--- src/rtl/rename_dest_alloc.sv ---
// rename_dest_alloc
//   Single-lane register rename stage sitting directly after the physical
//   register freelist. Each accepted instruction looks up its two sources
//   in the speculative RAT and, when it writes a non-zero GPR, pops the
//   freelist head as its new destination. The displaced mapping is passed
//   downstream so the ROB can free it at commit. A committed RAT, fed by
//   the commit port, restores the speculative RAT on a flush.
//
// Ports
//   Clk, Rest                    clock, async active-low reset
//   InValid/InReady              decode handshake
//   InHasDest, InRd, InRj, InRk  architectural operands
//   FlPreOut, FlEmpty, FlRable   freelist head peek, empty flag, pop strobe
//   OutValid/OutReady            dispatch handshake
//   OutHasDest, OutPrj, OutPrk,
//   OutPrd, OutOldPrd            renamed instruction fields
//   CmtValid, CmtRd, CmtPrd      retiring destination mapping
//   Flush                        pipeline redirect
module rename_dest_alloc #(
  parameter int AREGW = 5,
  parameter int PREGW = 7,
  parameter int NAREG = 32
) (
  input  logic             Clk,
  input  logic             Rest,
  input  logic             InValid,
  output logic             InReady,
  input  logic             InHasDest,
  input  logic [AREGW-1:0] InRd,
  input  logic [AREGW-1:0] InRj,
  input  logic [AREGW-1:0] InRk,
  input  logic [PREGW-1:0] FlPreOut,
  input  logic             FlEmpty,
  output logic             FlRable,
  output logic             OutValid,
  input  logic             OutReady,
  output logic             OutHasDest,
  output logic [PREGW-1:0] OutPrj,
  output logic [PREGW-1:0] OutPrk,
  output logic [PREGW-1:0] OutPrd,
  output logic [PREGW-1:0] OutOldPrd,
  input  logic             CmtValid,
  input  logic [AREGW-1:0] CmtRd,
  input  logic [PREGW-1:0] CmtPrd,
  input  logic             Flush
);

  logic [PREGW-1:0] r_spec_rat [NAREG];
  logic [PREGW-1:0] r_cmt_rat  [NAREG];

  logic             r_out_valid;
  logic             r_out_has_dest;
  logic [PREGW-1:0] r_out_prj;
  logic [PREGW-1:0] r_out_prk;
  logic [PREGW-1:0] r_out_prd;
  logic [PREGW-1:0] r_out_old_prd;

  logic             w_need_dest;
  logic             w_stall;
  logic             w_slot_free;
  logic             w_in_ready;
  logic             w_accept;
  logic             w_cmt_we;
  logic [PREGW-1:0] w_prj;
  logic [PREGW-1:0] w_prk;
  logic [PREGW-1:0] w_old_prd;

  // Writes to x0 are not renamed: they neither consume a free register
  // nor disturb the mapping of entry 0.
  assign w_need_dest = InHasDest && (InRd != '0);
  assign w_stall     = w_need_dest && FlEmpty;
  assign w_slot_free = !r_out_valid || OutReady;
  assign w_in_ready  = w_slot_free && !w_stall && !Flush;
  assign w_accept    = InValid && w_in_ready;
  assign w_cmt_we    = CmtValid && (CmtRd != '0);

  // Reads see the table before this instruction's own write, so a source
  // equal to the destination gets the old mapping. The previous
  // instruction's write has already landed on its accept edge, so
  // back-to-back dependents need no bypass.
  assign w_prj     = (InRj == '0) ? '0 : r_spec_rat[InRj];
  assign w_prk     = (InRk == '0) ? '0 : r_spec_rat[InRk];
  assign w_old_prd = r_spec_rat[InRd];

  assign InReady    = w_in_ready;
  assign FlRable    = w_accept && w_need_dest;
  assign OutValid   = r_out_valid;
  assign OutHasDest = r_out_has_dest;
  assign OutPrj     = r_out_prj;
  assign OutPrk     = r_out_prk;
  assign OutPrd     = r_out_prd;
  assign OutOldPrd  = r_out_old_prd;

  always_ff @(posedge Clk or negedge Rest) begin
    if (!Rest) begin
      for (int i = 0; i < NAREG; i++) r_cmt_rat[i] <= PREGW'(i);
    end else if (w_cmt_we) begin
      r_cmt_rat[CmtRd] <= CmtPrd;
    end
  end

  // On flush the committed table is copied back with a same-cycle commit
  // merged in, so a retirement coinciding with the flush is not lost.
  always_ff @(posedge Clk or negedge Rest) begin
    if (!Rest) begin
      for (int i = 0; i < NAREG; i++) r_spec_rat[i] <= PREGW'(i);
    end else if (Flush) begin
      for (int i = 1; i < NAREG; i++) begin
        r_spec_rat[i] <= (w_cmt_we && (CmtRd == AREGW'(i))) ? CmtPrd : r_cmt_rat[i];
      end
    end else if (w_accept && w_need_dest) begin
      r_spec_rat[InRd] <= FlPreOut;
    end
  end

  always_ff @(posedge Clk or negedge Rest) begin
    if (!Rest) begin
      r_out_valid <= 1'b0;
    end else if (Flush) begin
      r_out_valid <= 1'b0;
    end else if (w_accept) begin
      r_out_valid <= 1'b1;
    end else if (OutReady) begin
      r_out_valid <= 1'b0;
    end
  end

  always_ff @(posedge Clk or negedge Rest) begin
    if (!Rest) begin
      r_out_has_dest <= 1'b0;
      r_out_prj      <= '0;
      r_out_prk      <= '0;
      r_out_prd      <= '0;
      r_out_old_prd  <= '0;
    end else if (w_accept) begin
      r_out_has_dest <= w_need_dest;
      r_out_prj      <= w_prj;
      r_out_prk      <= w_prk;
      r_out_prd      <= w_need_dest ? FlPreOut : '0;
      r_out_old_prd  <= w_need_dest ? w_old_prd : '0;
    end
  end

endmodule

--- config.mk ---
export PLATFORM = sky130hd
export DESIGN_NAME = rename_dest_alloc
export DESIGN_NICKNAME = d
export VERILOG_FILES = /design/src/rtl/rename_dest_alloc.sv
export SDC_FILE = /design/constraint.sdc
export NUM_CORES = 1
export LEC_CHECK = 0
export BUFFER_PORTS_ARGS = -buffer_cell sky130_fd_sc_hd__buf_2
export CAP_MARGIN = 20
export CELL_PAD_IN_SITES_DETAIL_PLACEMENT = 0
export CELL_PAD_IN_SITES_GLOBAL_PLACEMENT = 2
export CORE_ASPECT_RATIO = 1.2
export CORE_MARGIN = 1
export CORE_UTILIZATION = 42
export CTS_BUF_LIST = sky130_fd_sc_hd__clkbuf_2
export DETAILED_ROUTE_END_ITERATION = 8
export PLACE_DENSITY = 0.8
export SLEW_MARGIN = 5
export SYNTH_ARGS = -nofsm -noshare
export SYNTH_HDL_FRONTEND = slang
export SYNTH_SLANG_ARGS = --single-unit
--- constraint.sdc ---
create_clock -name Clk -period 2.4 [get_ports Clk]
set_input_delay 0.24 -clock Clk [delete_from_list [all_inputs] [get_ports Clk]]
set_output_delay 0.24 -clock Clk [all_outputs]
set_load 0.05 [all_outputs]
==> flow_summary.ini, run 1 <==
[worst_setup_path]
crit_fanout = 2
criticalPathCategory = flop to primary output
startpoint = OutValid$_DFFE_PN0P_
critPathLaunchType = flop
rr_startpoint = OutValid$_DFFE_PN0P_
cp.required_ns = 2.16
crit_arrival_ns = 2.72
cp-end-kind = primary output

[logic_synthesis]
yosysWarnings = 0
synth.avg_cell_area_um2 = 12.7
synth_fp_nets = 2077
synth_seq_cells = 471
synth_edf_count = 0
yosys.cell_types.count = 58
netlist_instances = 2035
ys_async_sr_fraction = 1.00
yosys_most_used_dff = dfrtp_1
ys_seq_area_frac = 0.463
synthesis.area_mm2 = 0.0259

[clocking]
cts-root-buf = clkbuf_2
cts_tree = yes
cts_max_level = 3
clk_path_buf_depth = 3
clock_sinks = 471
clk_latency_ns = 1.27
cts_made_buffers = 120
path_clk_slew_ns = 0.10

[drt]
drc = 0
wire_per_inst_um = 30.8
drt_first_iter_violations = 2193
ant_nets = 0
vias = 20113
dr.pass1.iters = 5
drt-total-wl_mm = 101
viasPerCell = 6.13

[layout]
n_fill_cell = 5399
postLayoutCoreUtil = 0.518
num-nets-final = 2409
syn2layout_area_growth_pct = 21.9
fin_cells = 3283
multi_input_area_mm2 = 0.0135
layout-drive-gt1-share = 0.502
register_area_mm2 = 0.0120
final_area_mm2 = 0.0315

[sta]
relSlewSlack = 0.292
tns_ns = -52.53
hold_slack_ns = 0.0298
rsz0062_at_grt = yes
finalSetupViolCount = 143
drv_slew = 0
worst-slew-pin-transition_ns = 1.06
finClkSkew_ns = 0.0993
period_minus_slack_ns = 2.96
timing.final.ws_setup_ns = -0.562
final-hold-violation-count = 0
period_share = 1.23
fmax_mhz = 338

[global_routing]
gr-total-overflow = 0
grt_pass1_vias = 20661
grt_pass1_wl_mm = 146
antenna_found_initial = 5
grt_max_degree = 103
grt_usage = 0.325

[pwr]
powerDensity_mw_per_mm2 = 737
ir_drop_mv = 0.340
p_total_mw = 23.2
leakagePower_nw = 13.8

[flow_run]
maxCapViolCount = 0

[outcome]
violations = negative setup slack
outcome = finished, violations left

[placement]
dp_slack_ns = 0.0169
gp_congestion = 0.969
portBuffers = 73
dp.cells = 2934
placed_area_mm2 = 0.0286
dp_hpwl_mm = 69.7

[die]
rows = 99
dieArea_mm2 = 0.0626
io_pins = 74
core_mm2 = 0.0608
die_w_um = 229
start_util = 0.425
fp.dieH_um = 274

[min_path]
min_from = InRd[3]
hp-class = input port to flop
==> area by class of cell <==
class                   count  share of cell area
flip-flops and latches    471               0.380
inverters                  11             0.00147
multi-input cells        1368               0.430
repair buffers            395               0.120
diodes                      1           0.0000794
well taps                 808              0.0321
clock inverters            37             0.00587
clock buffers             192              0.0305
==> path summary, 6_finish.rpt <==
check / to / slack [ns] / cells past startpoint
worst max-delay path: FlRable / -0.56 / 8
worst max register to register: r_spec_rat[161]$_DFFE_PN0P_ / -0.55 / 12
worst min-delay path: OutValid$_DFFE_PN0P_ / 0.03 / 5
max in group asynchronous: r_spec_rat[191]$_DFFE_PN1P_ / 0.94 / 7
min in group asynchronous: r_cmt_rat[35]$_DFFE_PN0P_ / 0.59 / 5
worst min register to register: r_spec_rat[218]$_DFFE_PN0P_ / 0.45 / 0
==> cell usage after synthesis, types with 4 or more instances <==
library cell,number,area share
nor3_4,11,0.0069
dfrtp_1,311,0.30
buf_6,4,0.0017
inv_1,10,0.0015
a21oi_1,37,0.0072
a22o_1,4,0.0014
a221oi_1,8,0.0027
a31oi_1,7,0.0017
nor2b_1,18,0.0044
buf_1,18,0.0026
clkbuf_1,128,0.019
nor3b_1,32,0.0093
a32o_1,7,0.0027
nand2b_1,8,0.0019
o22ai_1,14,0.0034
buf_2,33,0.0064
nand3b_1,8,0.0023
nor2_1,55,0.0080
nor3_1,10,0.0019
o21ai_1,70,0.014
o41ai_2,6,0.0038
dfstp_2,160,0.16
mux2i_1,227,0.088
or2_2,4,0.00097
a22oi_1,55,0.016
a221o_1,39,0.015
mux2_2,377,0.16
o21ai_0,40,0.0077
nand3_1,23,0.0044
mux4_2,114,0.099
nand2_1,152,0.022
==> cell usage in the layout (no fill, tap or decap), types with 39 or more instances in the layout <==
cell and count:
buf_2 67, clkbuf_2 192, buf_4 155, dfstp_2 160
mux2_2 332, mux2i_1 221, a22oi_1 55, a221o_1 39
nor2_1 55, buf_12 43, dlygate4sd3_1 83, mux4_2 114
nand2_1 152, o21ai_1 70, mux2_4 45, o21ai_0 40
dfrtp_1 310
==> repair_timing <==
item | CTS | global route
endpoints found under the setup margin | 11 | 186
endpoints found under the hold margin | 935 | 70
pin swaps | 32 | 36
resized for setup | 60 | 96
buffers inserted | 12 | 24
hold buffers | 86 | 4
cloned | 0 | 4
==> flip-flops by register name (all words and copies together), names as in the netlist <==
| signal | count |
|---|---|
| OutHasDest | 1 |
| OutOldPrd | 7 |
| OutPrd | 7 |
| OutPrj | 7 |
| OutPrk | 7 |
| OutValid | 1 |
| r_cmt_rat | 217 |
| r_spec_rat | 224 |
==> metal layers <==
layer	vias up	share of wire	track usage
li1	8412	-	-
met1	10464	0.41	0.428
met2	971	0.46	0.510
met3	260	0.071	0.0552
met4	6	0.056	0.184
met5	-	0.00070	0
==> logic make-up after synthesis <==
family                 after synthesis  synth area share
and+or+nand+nor                    347            0.0725
DFF                                471             0.463
buffers and inverters              196            0.0314
AOI/OAI and AO/OA                  303            0.0818
muxes                              718             0.351
==> critical path: stages (launching register included) <==
cell and delay [ns]:
dfrtp_2 0.42, nor2b_4 0.13, buf_6 0.11, nor4b_4 0.21, buf_4 0.19, nand2b_4 0.06, buf_6 0.13, inv_4 0.06
buf_8 0.13
==> power by group <==
group / total [mW] / internal, mW / switching, mW
clock network: 5.80 / 2.24 / 3.56
registers: 11.3 / 9.85 / 1.45
logic: 6.15 / 3.09 / 3.06
total: 23.2 / 15.2 / 8.07
Note: power is estimated with default switching activity, not from simulation.
==> run 2, diff against run 1 <==
==> constraint.sdc (replaced) <==
create_clock -name Clk -period 2.4 [get_ports Clk]
set_input_delay 0.36 -clock Clk [delete_from_list [all_inputs] [get_ports Clk]]
set_output_delay 0.36 -clock Clk [all_outputs]
set_load 0.05 [all_outputs]
==> flow_summary.ini, run 2 (synthesis results as in run 1) <==
[die]
core_mm2 = 0.0608
start_util = 0.425
rows = 99
fp.dieH_um = 274
dieArea_mm2 = 0.0626
io_pins = 74
die_w_um = 229

[worst_setup_path]
cp_num_cells = 7
cp.required_ns = 2.04
slowest_delay_ns = 0.41
crit_top_cell = buf_6
regToRegSetupSlack_ns = -0.13
rr_startpoint = OutValid$_DFFE_PN0P_
crit_arrival_ns = 2.57
criticalPathCategory = flop to primary output
crit_family = buffers and inverters
critPathLaunchType = flop
path_buf_inv = 4
r2r-end = r_spec_rat[6]$_DFFE_PN0P_
critPathSlowestCell = dfrtp_2
reg2reg_depth = 9
cp-end-kind = primary output
crit_path_cell_trace = nor2b_4, buf_6, nor4b_4, buf_6, nand2b_4, inv_8, buf_8
crit_fanout = 2

[sta]
fmax_mhz = 342
drv_slew = 0
relSlewSlack = 0.230
period_share = 1.22
worst-slew-pin-transition_ns = 1.15
finClkSkew_ns = 0.160
rsz0062_at_grt = yes
tns_ns = -4.28
hold_slack_ns = 0.144
final-hold-violation-count = 0
period_minus_slack_ns = 2.93
timing.final.ws_setup_ns = -0.525
finalSetupViolCount = 61

[min_path]
holdPathEnd = OutPrd[1]$_DFFE_PN0N_
min_from = FlPreOut[1]
hp-class = input port to flop
holdPathStages = 4

[layout]
largest_register = r_spec_rat
final_area_mm2 = 0.0312
top_regs = r_spec_rat (224), r_cmt_rat (217)
syn2layout_area_growth_pct = 20.5
register_area_mm2 = 0.0120
multi_input_area_mm2 = 0.0134
n_fill_cell = 5431
layout-drive-gt1-share = 0.499
largest_reg_flops = 224
num-nets-final = 2394
final_cell_mix = mux2_2, dfrtp_1, mux2i_1
final_common_cell = mux2_2

[drt]
wire_per_inst_um = 30.1
drt-total-wl_mm = 98.4
drt_first_iter_violations = 1787
ant_nets = 0
drc = 0
viasPerCell = 6.03
dr.pass1.iters = 5
vias = 19734

[clocking]
clk_latency_ns = 1.23
clock_sinks = 471
cts_made_buffers = 119
path_clk_slew_ns = 0.11
clk_path_buf_depth = 3
cts-root-buf = clkbuf_2
cts_tree = yes
cts_max_level = 3

[global_routing]
gr-total-overflow = 0
grt_max_degree = 133
grt_pass1_wl_mm = 143
grt_pass1_vias = 20319
antenna_found_initial = 5
grt_usage = 0.317

[pwr]
leakagePower_nw = 13.7
ir_drop_mv = 0.313
powerDensity_mw_per_mm2 = 748

[placement]
gp_congestion = 0.959
portBuffers = 73
placed_area_mm2 = 0.0288
dp_hpwl_mm = 69.3

[flow_run]
maxCapViolCount = 0

[outcome]
violations = negative setup slack
outcome = finished, violations left
==> run 2: area by class of cell <==
type                    count  share of cell area
multi-input cells        1368               0.429
flip-flops and latches    471               0.385
repair buffers            381               0.114
well taps                 808              0.0324
clock buffers             185              0.0297
clock inverters            41             0.00843
inverters                  11             0.00165
diodes                      6            0.000482
==> run 2: worst register-to-register path, cell delays in order (launching register included) <==
cell     delay [ns]
dfrtp_2        0.41
nor2b_4        0.14
buf_4          0.12
or4b_4         0.58
buf_12         0.20
buf_12         0.15
nor3_4         0.29
buf_12         0.18
mux2i_1        0.21
o21ai_1        0.08
==> run 2: how the worst max path moves through the flow <==
stage,from,endpoint
3_5_place_dp,InRd[0],r_spec_rat[96]$_DFFE_PN0P_
5_1_grt,OutValid$_DFFE_PN0P_,FlRable
6_report,OutValid$_DFFE_PN0P_,FlRable
3_3_place_gp,InRd[0],r_spec_rat[91]$_DFFE_PN0P_
2_1_floorplan,OutValid$_DFFE_PN0P_,r_spec_rat[83]$_DFFE_PN0P_
4_1_cts,OutValid$_DFFE_PN0P_,FlRable
==> run 2: where the power goes <==
group | total [mW] | switching [mW] | internal [mW]
Sequential | 11.3 | 1.44 | 9.85
Clock | 5.94 | 3.52 | 2.41
Combinational | 6.08 | 3.02 | 3.06
==> run 2: stage by stage <==
step | total power, mW | std cells | utilization | setup slack [ns]
6_report | 23.3 | 3271 | 0.513 | -0.525
4_1_cts | 23.3 | 3249 | 0.506 | -0.793
3_3_place_gp | 16.9 | 2956 | 0.473 | -0.378
2_1_floorplan | 14.6 | 2035 | - | -0.126
3_5_place_dp | 17.1 | 2956 | 0.473 | -0.351
5_1_grt | 24.4 | 3269 | 0.512 | -0.625
==> run 2: per-layer routing <==
metal | routed length [um] | share of wire | vias up | GRT usage
met3 | 6250 | 0.064 | 207 | 0.0526
met1 | 40400 | 0.41 | 10300 | 0.409
li1 | - | - | 8399 | -
met5 | 13 | 0.00013 | - | 0
met2 | 47100 | 0.48 | 826 | 0.520
met4 | 4570 | 0.046 | 2 | 0.151
==> run 2: timing repair <==
item / in CTS / in global routing
hold endpoints to repair: 898 / 0
endpoints found under the setup margin: 63 / 55
hold buffers: 60 / 0
buffers inserted: 7 / 15
pin swaps: 3 / 30
resized for setup: 54 / 59
cloned: 0 / 2
